[config.mk]
export PLATFORM = sky130hd
export DESIGN_NAME = q_server_fifo_tx
export DESIGN_NICKNAME = d
export VERILOG_FILES = /design/src/rtl/q_server_fifo_tx_pkg.sv /design/src/rtl/q_server_fifo_tx_len_fifo.sv /design/src/rtl/q_server_fifo_tx.sv
export SDC_FILE = /design/constraint.sdc
export NUM_CORES = 1
export LEC_CHECK = 0
export CAP_MARGIN = 20
export CELL_PAD_IN_SITES_DETAIL_PLACEMENT = 1
export CELL_PAD_IN_SITES_GLOBAL_PLACEMENT = 2
export CORE_ASPECT_RATIO = 0.7
export CORE_UTILIZATION = 30
export CTS_BUF_LIST = sky130_fd_sc_hd__clkbuf_4 sky130_fd_sc_hd__clkbuf_8
export CTS_CLUSTER_SIZE = 24
export DETAILED_ROUTE_END_ITERATION = 8
export PLACE_DENSITY_LB_ADDON = 0.3
export SYNTH_ARGS = -nofsm -noshare
export SYNTH_HDL_FRONTEND = slang
export SYNTH_SLANG_ARGS = --single-unit
[constraint.sdc]
create_clock -name clk -period 4.5 [get_ports clk]
set_clock_uncertainty 0.05 [all_clocks]
set_input_delay 0.675 -clock clk [delete_from_list [all_inputs] [get_ports clk]]
set_output_delay 0.675 -clock clk [all_outputs]
set_load 0.005 [all_outputs]
[src/rtl/q_server_fifo_tx_pkg.sv]
// Shared constants for the queue-side scheduler handshake: traffic classes and FSM state encoding.
package q_server_fifo_tx_pkg;

    localparam logic [1:0] P_PCF = 2'b00;
    localparam logic [1:0] P_TT  = 2'b01;
    localparam logic [1:0] P_RC  = 2'b11;
    localparam logic [1:0] P_BE  = 2'b10;

    typedef enum logic [1:0] {
        S_IDLE  = 2'b00,
        S_READY = 2'b01,
        S_GO    = 2'b10
    } state_e;

endpackage

[src/rtl/q_server_fifo_tx_len_fifo.sv]
// Small synchronous FIFO of packet lengths; a pop in the same cycle frees the slot for a push when full.
module len_fifo #(
    parameter int unsigned DEPTH_LOG2 = 2,
    parameter int unsigned W          = 8
) (
    input  logic         clk,
    input  logic         rst,
    input  logic         push,
    input  logic         pop,
    input  logic [W-1:0] din,
    output logic [W-1:0] dout,
    output logic         empty,
    output logic         full
);

    localparam int unsigned DEPTH = 1 << DEPTH_LOG2;
    localparam int unsigned CNT_W = DEPTH_LOG2 + 1;

    logic [W-1:0]          mem [DEPTH];
    logic [DEPTH_LOG2-1:0] wr_ptr;
    logic [DEPTH_LOG2-1:0] rd_ptr;
    logic [CNT_W-1:0]      count;
    logic                  do_push;
    logic                  do_pop;

    assign empty   = (count == '0);
    assign full    = (count == CNT_W'(DEPTH));
    assign do_pop  = pop && !empty;
    assign do_push = push && (!full || do_pop);
    assign dout    = mem[rd_ptr];

    always_ff @(posedge clk) begin
        if (do_push) begin
            mem[wr_ptr] <= din;
        end
    end

    always_ff @(posedge clk) begin
        if (rst) begin
            wr_ptr <= '0;
            rd_ptr <= '0;
            count  <= '0;
        end else begin
            if (do_push) begin
                wr_ptr <= wr_ptr + DEPTH_LOG2'(1);
            end
            if (do_pop) begin
                rd_ptr <= rd_ptr + DEPTH_LOG2'(1);
            end
            case ({do_push, do_pop})
                2'b10:   count <= count + CNT_W'(1);
                2'b01:   count <= count - CNT_W'(1);
                default: count <= count;
            endcase
        end
    end

endmodule

[src/rtl/q_server_fifo_tx.sv]
// Requester end of the ready/go/ena_n handshake: queues packet lengths, requests when the head
// packet fits the class window, and holds bool_go for exactly the packet length once granted.
module q_server_fifo_tx
    import q_server_fifo_tx_pkg::*;
#(
    parameter logic [1:0]  P_CLASS    = P_TT,
    parameter int unsigned DEPTH_LOG2 = 2,
    parameter int unsigned LEN_W      = 8
) (
    input  logic             clk,
    input  logic             rst,
    input  logic             push,
    input  logic [LEN_W-1:0] push_len,
    output logic             full,
    output logic             overflow,
    input  logic [LEN_W-1:0] cur_value,
    input  logic             ena_n,
    output logic             bool_ready,
    output logic             bool_go,
    output logic [LEN_W-1:0] pkt_len,
    output logic             tx_done
);

    state_e           state;
    state_e           state_nxt;
    logic [LEN_W-1:0] cnt;
    logic [LEN_W-1:0] cnt_nxt;
    logic [LEN_W-1:0] head_len;
    logic             empty;
    logic             pop;
    logic             push_ok;
    logic             fits_c;
    logic             fits_q;

    assign push_ok = push && (push_len != '0);
    assign pkt_len = empty ? '0 : head_len;

    len_fifo #(
        .DEPTH_LOG2 (DEPTH_LOG2),
        .W          (LEN_W)
    ) u_len_fifo (
        .clk   (clk),
        .rst   (rst),
        .push  (push_ok),
        .pop   (pop),
        .din   (push_len),
        .dout  (head_len),
        .empty (empty),
        .full  (full)
    );

    // Best-effort traffic is not bounded by the window.
    assign fits_c = (P_CLASS == P_BE) ? !empty : (!empty && (cur_value >= head_len));

    always_comb begin
        state_nxt = state;
        cnt_nxt   = cnt;
        pop       = 1'b0;
        case (state)
            S_IDLE: begin
                if (fits_q) begin
                    state_nxt = S_READY;
                end
            end
            S_READY: begin
                if (!fits_c) begin
                    state_nxt = S_IDLE;
                end else if (!ena_n) begin
                    state_nxt = S_GO;
                    cnt_nxt   = head_len;
                    pop       = 1'b1;
                end
            end
            S_GO: begin
                if (cnt == LEN_W'(1)) begin
                    state_nxt = S_IDLE;
                end else begin
                    cnt_nxt = cnt - LEN_W'(1);
                end
            end
            default: state_nxt = S_IDLE;
        endcase
    end

    // Handshake outputs are registered copies of the next-state decode.
    always_ff @(posedge clk) begin
        if (rst) begin
            state      <= S_IDLE;
            cnt        <= '0;
            fits_q     <= 1'b0;
            overflow   <= 1'b0;
            bool_ready <= 1'b0;
            bool_go    <= 1'b0;
            tx_done    <= 1'b0;
        end else begin
            state      <= state_nxt;
            cnt        <= cnt_nxt;
            fits_q     <= fits_c;
            bool_ready <= (state_nxt == S_READY);
            bool_go    <= (state_nxt == S_GO);
            tx_done    <= (state_nxt == S_GO) && (cnt_nxt == LEN_W'(1));
            if (push && ((push_len == '0) || (full && !pop))) begin
                overflow <= 1'b1;
            end
        end
    end

endmodule

== Word level (Yosys, flattened, before mapping) ==
Memory sizes are Yosys's and may differ from the RTL's. A register that Yosys moved wholly into a read port is not among the register bits.
Index checks and enable logic that the tools add are counted.
Word-level totals
  output and inout bits: 13
  flip-flop bits (word level): 22
  input bits: 20
  bits in writable memories: 32
  memories: 1
  logic and storage cells: 61
Memories
  u_len_fifo.mem: words 4, width 8, read ports 1, clocked after memory_dff 1, wr ports 1, RTL line q_server_fifo_tx_len_fifo.sv:19  | logic [W-1:0] mem [DEPTH];
Operators by class
  muxes and demuxes: 18
  reduce and logical (&&, ||, !) cells: 17
  $lt $le $gt $ge: 1
  eq/ne operators: 9
  $add $sub $neg: 5
Operators by type and width (count)
  $mux 8: 4
  $eq 8x1->1 const B: 2
  $pmux 8 s2: 1
  $mux 2: 6
  $ge 8x8->1: 1
  $logic_not 8->1: 1
  $reduce_bool 8->1: 1
  $sub 8x1->8 const B: 1
  $logic_and 1x1->1: 7
  $eq 2x1->1 const B: 3
  $eq 2x2->1 const B: 3
  $pmux 2 s3: 1
  $pmux 3 s2: 1
  $mux 1: 5
  $add 2x1->2 const B: 2
  $add 3x1->3 const B: 1
  $eq 3x3->1 const B: 1
  $logic_not 1->1: 3
  $logic_not 3->1: 1
  $sub 3x1->3 const B: 1
  $logic_not 2->1: 1
  $logic_or 1x1->1: 2
  $reduce_bool 2->1: 1

== Logic depth before layout (Yosys ltp) ==
Gate-level depths: netlist (run 1).
  depth in word-level cells: 10
  mapped depth: 14
  depth with buffers taken out: 13

== Hierarchy ==
A second synthesis (run 1) with hierarchy kept.
Unflattened totals
  cell total of the unflattened synthesis: 253
  area total of the unflattened synthesis: 2925.3 um^2
Modules (own cells, without submodules)
  len_fifo: instances 1, cells an instance 96, area an instance 1645.3 um^2, sequential area each 1141.1 um^2
  q_server_fifo_tx: instances 1, cells an instance 157, area an instance 1280.0 um^2, sequential area each 300.3 um^2

== Worst setup path before layout (run 1) ==
No wires, ideal clock.
  kind: flip-flop to flip-flop
  start point: register (tool-made name)
  end point: memory u_len_fifo.mem[0][0] (enable)
  setup time: 0.332 ns
  cell stages (with the launch flop): 12
  required time: 4.118 ns
  path slack: 1.368 ns
  arrival: 2.750 ns
  buffers on the path: 2
  clock period less this slack: 3.132 ns
  cells stage by stage: dfxtp_1 > buf_6 > mux4_2 > ha_1 > nand2b_4 > a2111oi_4 > o31ai_1 > nor3b_2 > buf_6 > nand2_1 > a21oi_1 > and2_1
RTL lines (RTL line)
  end, declared: q_server_fifo_tx_len_fifo.sv:19

==> reports/results.tsv, run 1 <==
metric	value	unit
status	complete, no violations	
post_drt_wl_per_cell	17.1	um
antenna_found_initial	0	
fill_cells	1018	
io_pins	33	
synthToLayoutAreaGrowth	18.3	%
cp-endpoint	u_len_fifo.mem[0][2]	
drc	0	
multi_input_area	1250	um2
final_cell_mix	32 x clkdlybuf4s50_1, 32 x edfxtp_1, 27 x nor2_1, 24 x dfxtp_1, 19 x inv_1	
avgViaCountPerCell	4.84	
grt_use_total	0.144	
regArea	1440	um2
portBuffers	32	
period_needed	3.97	ns
clk-insertion-delay-late	0.30	ns
yosysSeqAreaShare	0.512	
fin_util	0.368	
ys_async_sr_fraction	0	
synth_ff_type	edfxtp_1	
antenna_cells	0	
fp.dieH	83.1	um
required	4.42	ns
hpwl	5290	um
synth.avg_cell_area	11.7	um2
crit_chain	mux4_2 -> ha_1 -> nand2b_4 -> a2111oi_4 -> o31ai_1 -> nor3b_2 -> nand2_1 -> a21oi_1 -> and2_1	
drv_cap	0	
core.rowCount	29	
holdBufCountCts	0	
r2r_end	u_len_fifo.mem[0][2]	
clkTransAtPathRegs	0.10	ns
fmax	0.252	GHz
cts-root-buf	clkbuf_8	
report.final.setup_viol	0	
synth_seq_cells	56	
fin_cells	397	
cts_htree_levels	2	
drt_wl_total	6770	um
synthCells	240	
die_x	118	um
r2r_slack	0.53	ns
finalSetupTns	0	ns
cts_setup_buffers	0	
ys.warnings.count	0	
crit_fanout	8	
ir_drop	0.125	mV
grt_max_degree	21	
start_util	0.311	
powerDensity	307	nW/um2
grt_overflow	0	
first_global_vias	1996	
synth-edff-count	32	
p_leak	1.18	nW
report.final.hold_viol_count	0	
cp_slowest_stage_delay	0.65	ns
worst_pin_slew	0.800	ns
cp_slowest_cell	dfxtp_1	
cts_tree	built	
ant_nets	0	
dr.pass1.iters	4	
nets	311	
cts_buffers	5	
dr_total_vias	1921	
gp_routability_congestion	0.827	
cp.arrival	3.88	ns
synth_nets	279	
rsz0062_at_grt	no	
synth_cell_types	48	
power	1.02	mW
fp.coreArea	9070	um2
cp-start-kind	register	
placed_cells	389	
ctsResizeCount	0	
grt_pass1_wl	10800	um
max-slew-margin-rel	0.465	
reg2reg_depth	9	
drive_gt1_frac	0.0879	
cts_num_sinks	56	
slew_violations	0	
hold_class	register to register	
syn_area	2820	um2
die_area	9790	um2
detail_route.iter0.violations	128	
cp-end-kind	register	
critPathKind	register to register	
finalCritPeriodShare	0.882	
ctsLongestPathBuffers	2	
## power breakdown
group / internal (mW) / leakage [nW] / total (mW) / switching (mW)
registers: 0.564 / 0.488 / 0.576 / 0.0115
logic: 0.0824 / 0.652 / 0.172 / 0.0896
clock network: 0.111 / 0.0447 / 0.277 / 0.165
## synthesized netlist by cell type (all sizes together), types with 4 or more instances
master  number  share of area
nor3         5          0.011
nor2        27          0.036
mux4         8          0.064
nand2       17          0.023
buf          6          0.018
dfxtp       24           0.17
o21a         5          0.013
o21ai        6          0.011
a21oi        7          0.012
ha          18          0.080
and2         6          0.013
nor2b        5          0.011
edfxtp      32           0.34
nor4         4         0.0089
mux2i        8          0.028
nand3        4         0.0071
inv         19          0.025
## critical path, delay by kind of cell, from the launching register on
kind / cells / cell delay (ns)
compound gates: 3 / 0.88
mux: 1 / 0.62
simple gates: 4 / 1.11
flops: 1 / 0.65
fa+ha+maj: 1 / 0.30
## area by class of cell
class / instances / area share
Sequential cell: 56 / 0.432
Multi-Input combinational cell: 157 / 0.374
Timing Repair Buffer: 33 / 0.0983
Tap cell: 124 / 0.0465
Inverter: 19 / 0.0214
Clock buffer: 5 / 0.0206
Clock inverter: 3 / 0.00675
## per-stage QoR
step	hold WS (ns)	instance area (um2)	worst slack, ns
after floorplan	0.410	2820	1.37
after global placement	0.410	3240	0.622
after detailed placement	0.412	3240	0.529
final	0.437	3330	0.533
after CTS	0.441	3330	0.499
after global routing	0.487	3330	0.212
## worst min path at each step
stage	start	cells past startpoint	slack, ns	endpoint
after floorplan	overflow	2	0.41	overflow
after global placement	overflow	2	0.41	overflow
after detailed placement	overflow	2	0.41	overflow
after CTS	overflow	2	0.44	overflow
after global routing	overflow	2	0.49	overflow
final	overflow	2	0.44	overflow
## per-layer routing
metal / GRT usage / vias to the layer above / share of wire
li1: - / 937 / -
met1: 0.216 / 943 / 0.53
met2: 0.213 / 39 / 0.43
met3: 0.0295 / 2 / 0.038
met4: 0.0291 / 0 / 0.0034
met5: 0 / - / 0
## flip-flops by register name, indices dropped and copies added, names as in the netlist, named ones only
signal	count
bool_go	1
u_len_fifo.count	3
u_len_fifo.mem	32
tx_done	1
bool_ready	1
u_len_fifo.rd_ptr	2
state	2
cnt	8
overflow	1
u_len_fifo.wr_ptr	2
fits_q	1
## logic make-up after synthesis
| logic type | count (synthesis) | share of synthesized area |
|---|---|---|
| AOI/OAI and AO/OA | 34 | 0.0910 |
| xor gates and xnor gates | 5 | 0.0155 |
| adders and majority gates | 19 | 0.0870 |
| buffers and inverters | 27 | 0.0457 |
| DFF | 56 | 0.512 |
| muxes | 16 | 0.0924 |
| and+or+nand+nor | 83 | 0.157 |
No activity file was read; power rests on OpenSTA's default activity.
==> inputs of run 2 (changes only) <==
Settings changed: SLEW_MARGIN set to 20.
Clock period 4.5 ns to 3.76 ns, I/O delays scaled along.
==> reports/results.tsv, run 2 (synthesis results as in run 1) <==
metric	value	unit
cts_tree	built	
portBuffers	32	
drive_gt1_frac	0.117	
grt_overflow	0	
drc	0	
finalCritPeriodShare	0.941	
ctsLongestPathBuffers	2	
fin_util	0.376	
cts_htree_levels	2	
fin_cells	405	
die_x	118	um
fmax	0.283	GHz
wl_met2	3060	um
cp-end-kind	register	
report.final.setup_viol	0	
io_pins	33	
critPathKind	register to register	
gp_routability_congestion	0.745	
hpwl	5370	um
drt_wl_total	6900	um
ant_nets	0	
holdBufCountCts	0	
powerDensity	373	nW/um2
dr.pass1.iters	4	
synthToLayoutAreaGrowth	21.1	%
avgViaCountPerCell	4.79	
status	complete, no violations	
grt_max_degree	21	
preCtsSetupSlack	0.204	ns
worst_pin_slew	0.851	ns
wl_met1	3470	um
post_drt_wl_per_cell	17.0	um
nets	319	
ir_drop	0.155	mV
p_leak	1.24	nW
dr_total_vias	1940	
core.rowCount	29	
cp.arrival	3.74	ns
hold_class	register to register	
start_util	0.311	
power	1.27	mW
grt_pass1_wl	11200	um
clkTransAtPathRegs	0.11	ns
period_needed	3.54	ns
first_global_vias	2041	
final_cell_mix	32 x clkdlybuf4s50_1, 32 x edfxtp_1, 27 x nor2_1, 24 x dfxtp_1, 19 x inv_1	
detail_route.iter0.violations	85	
cts_buffers	5	
top_register	u_len_fifo.mem	
report.final.hold_viol_count	0	
cts-root-buf	clkbuf_8	
top_regs	u_len_fifo.mem x32, cnt x8, u_len_fifo.count x3	
top_layer	met4	
crit_fanout	8	
clk-insertion-delay-late	0.33	ns
antenna_cells	0	
fp.dieH	83.1	um
cp-start-kind	register	
setup_ws	0.220	ns
cts_num_sinks	56	
fp.coreArea	9070	um2
placed_cells	396	
max-slew-margin-rel	0.431	
largest_reg_flops	32	
drv_cap	0	
required	3.96	ns
die_area	9790	um2
antenna_found_initial	0	
route.met3.wl	280	um
grt_use_total	0.152	
fill_cells	1020	
slew_violations	0	
[run 2: worst paths after layout]
check / from / endpoint / slack [ns] / depth (start not counted)
worst max-delay path: register / tx_done / 0.22 / 13
worst min-delay path: overflow / overflow / 0.47 / 2
worst max register to register: register / tx_done / 0.22 / 13
worst min register to register: overflow / overflow / 0.47 / 2
[run 2: metal layers]
metal / up-vias / track usage
met5: - / 0
met4: 0 / 0.0490
met3: 8 / 0.0323
met2: 30 / 0.228
met1: 955 / 0.216
li1: 947 / -
[run 2: where the power goes]
group	internal [mW]	switching [mW]	total (mW)
logic	0.105	0.113	0.217
registers	0.675	0.0121	0.687
clock network	0.141	0.228	0.370
[run 2: critical path: stages (launching register included)]
cell,delay (ns)
dfxtp_1,0.35
buf_4,0.14
mux4_2,0.55
inv_1,0.11
ha_1,0.21
o21a_1,0.14
nor2_1,0.04
o31ai_1,0.33
nor3b_4,0.33
buf_4,0.24
o21ai_0,0.18
a222oi_1,0.42
nand3_1,0.15
nor4b_2,0.22
[run 2: per-stage QoR]
| stage | TNS, ns | instance area, um2 | hold slack (ns) |
|---|---|---|---|
| after floorplan | 0 | 2820 | 0.410 |
| after global placement | 0 | 3300 | 0.429 |
| after detailed placement | 0 | 3300 | 0.430 |
| after CTS | 0 | 3390 | 0.468 |
| after global routing | -0.0414 | 3410 | 0.519 |
| final | 0 | 3410 | 0.466 |
[run 2: layout make-up]
| cell class | instances | area [um2] | share of cell area |
|---|---|---|---|
| clock buffers | 5 | 68.8 | 0.0202 |
| clock inverters | 3 | 28.8 | 0.00843 |
| inverters | 19 | 71.3 | 0.0209 |
| multi-input cells | 157 | 1260 | 0.369 |
| flip-flops and latches | 56 | 1440 | 0.422 |
| well taps | 124 | 155 | 0.0455 |
| repair buffers | 41 | 388 | 0.114 |
[run 2: what timing repair did]
item	4_1_cts	5_1_grt
resized for setup	0	2
buffers inserted	0	1
endpoints found under the setup margin	0	2
==> inputs of run 3 (changes only) <==
Settings changed: TNS_END_PERCENT set to 5.
==> results of run 3 <==
Final layout, timing and power as in run 2 (identical DEF).
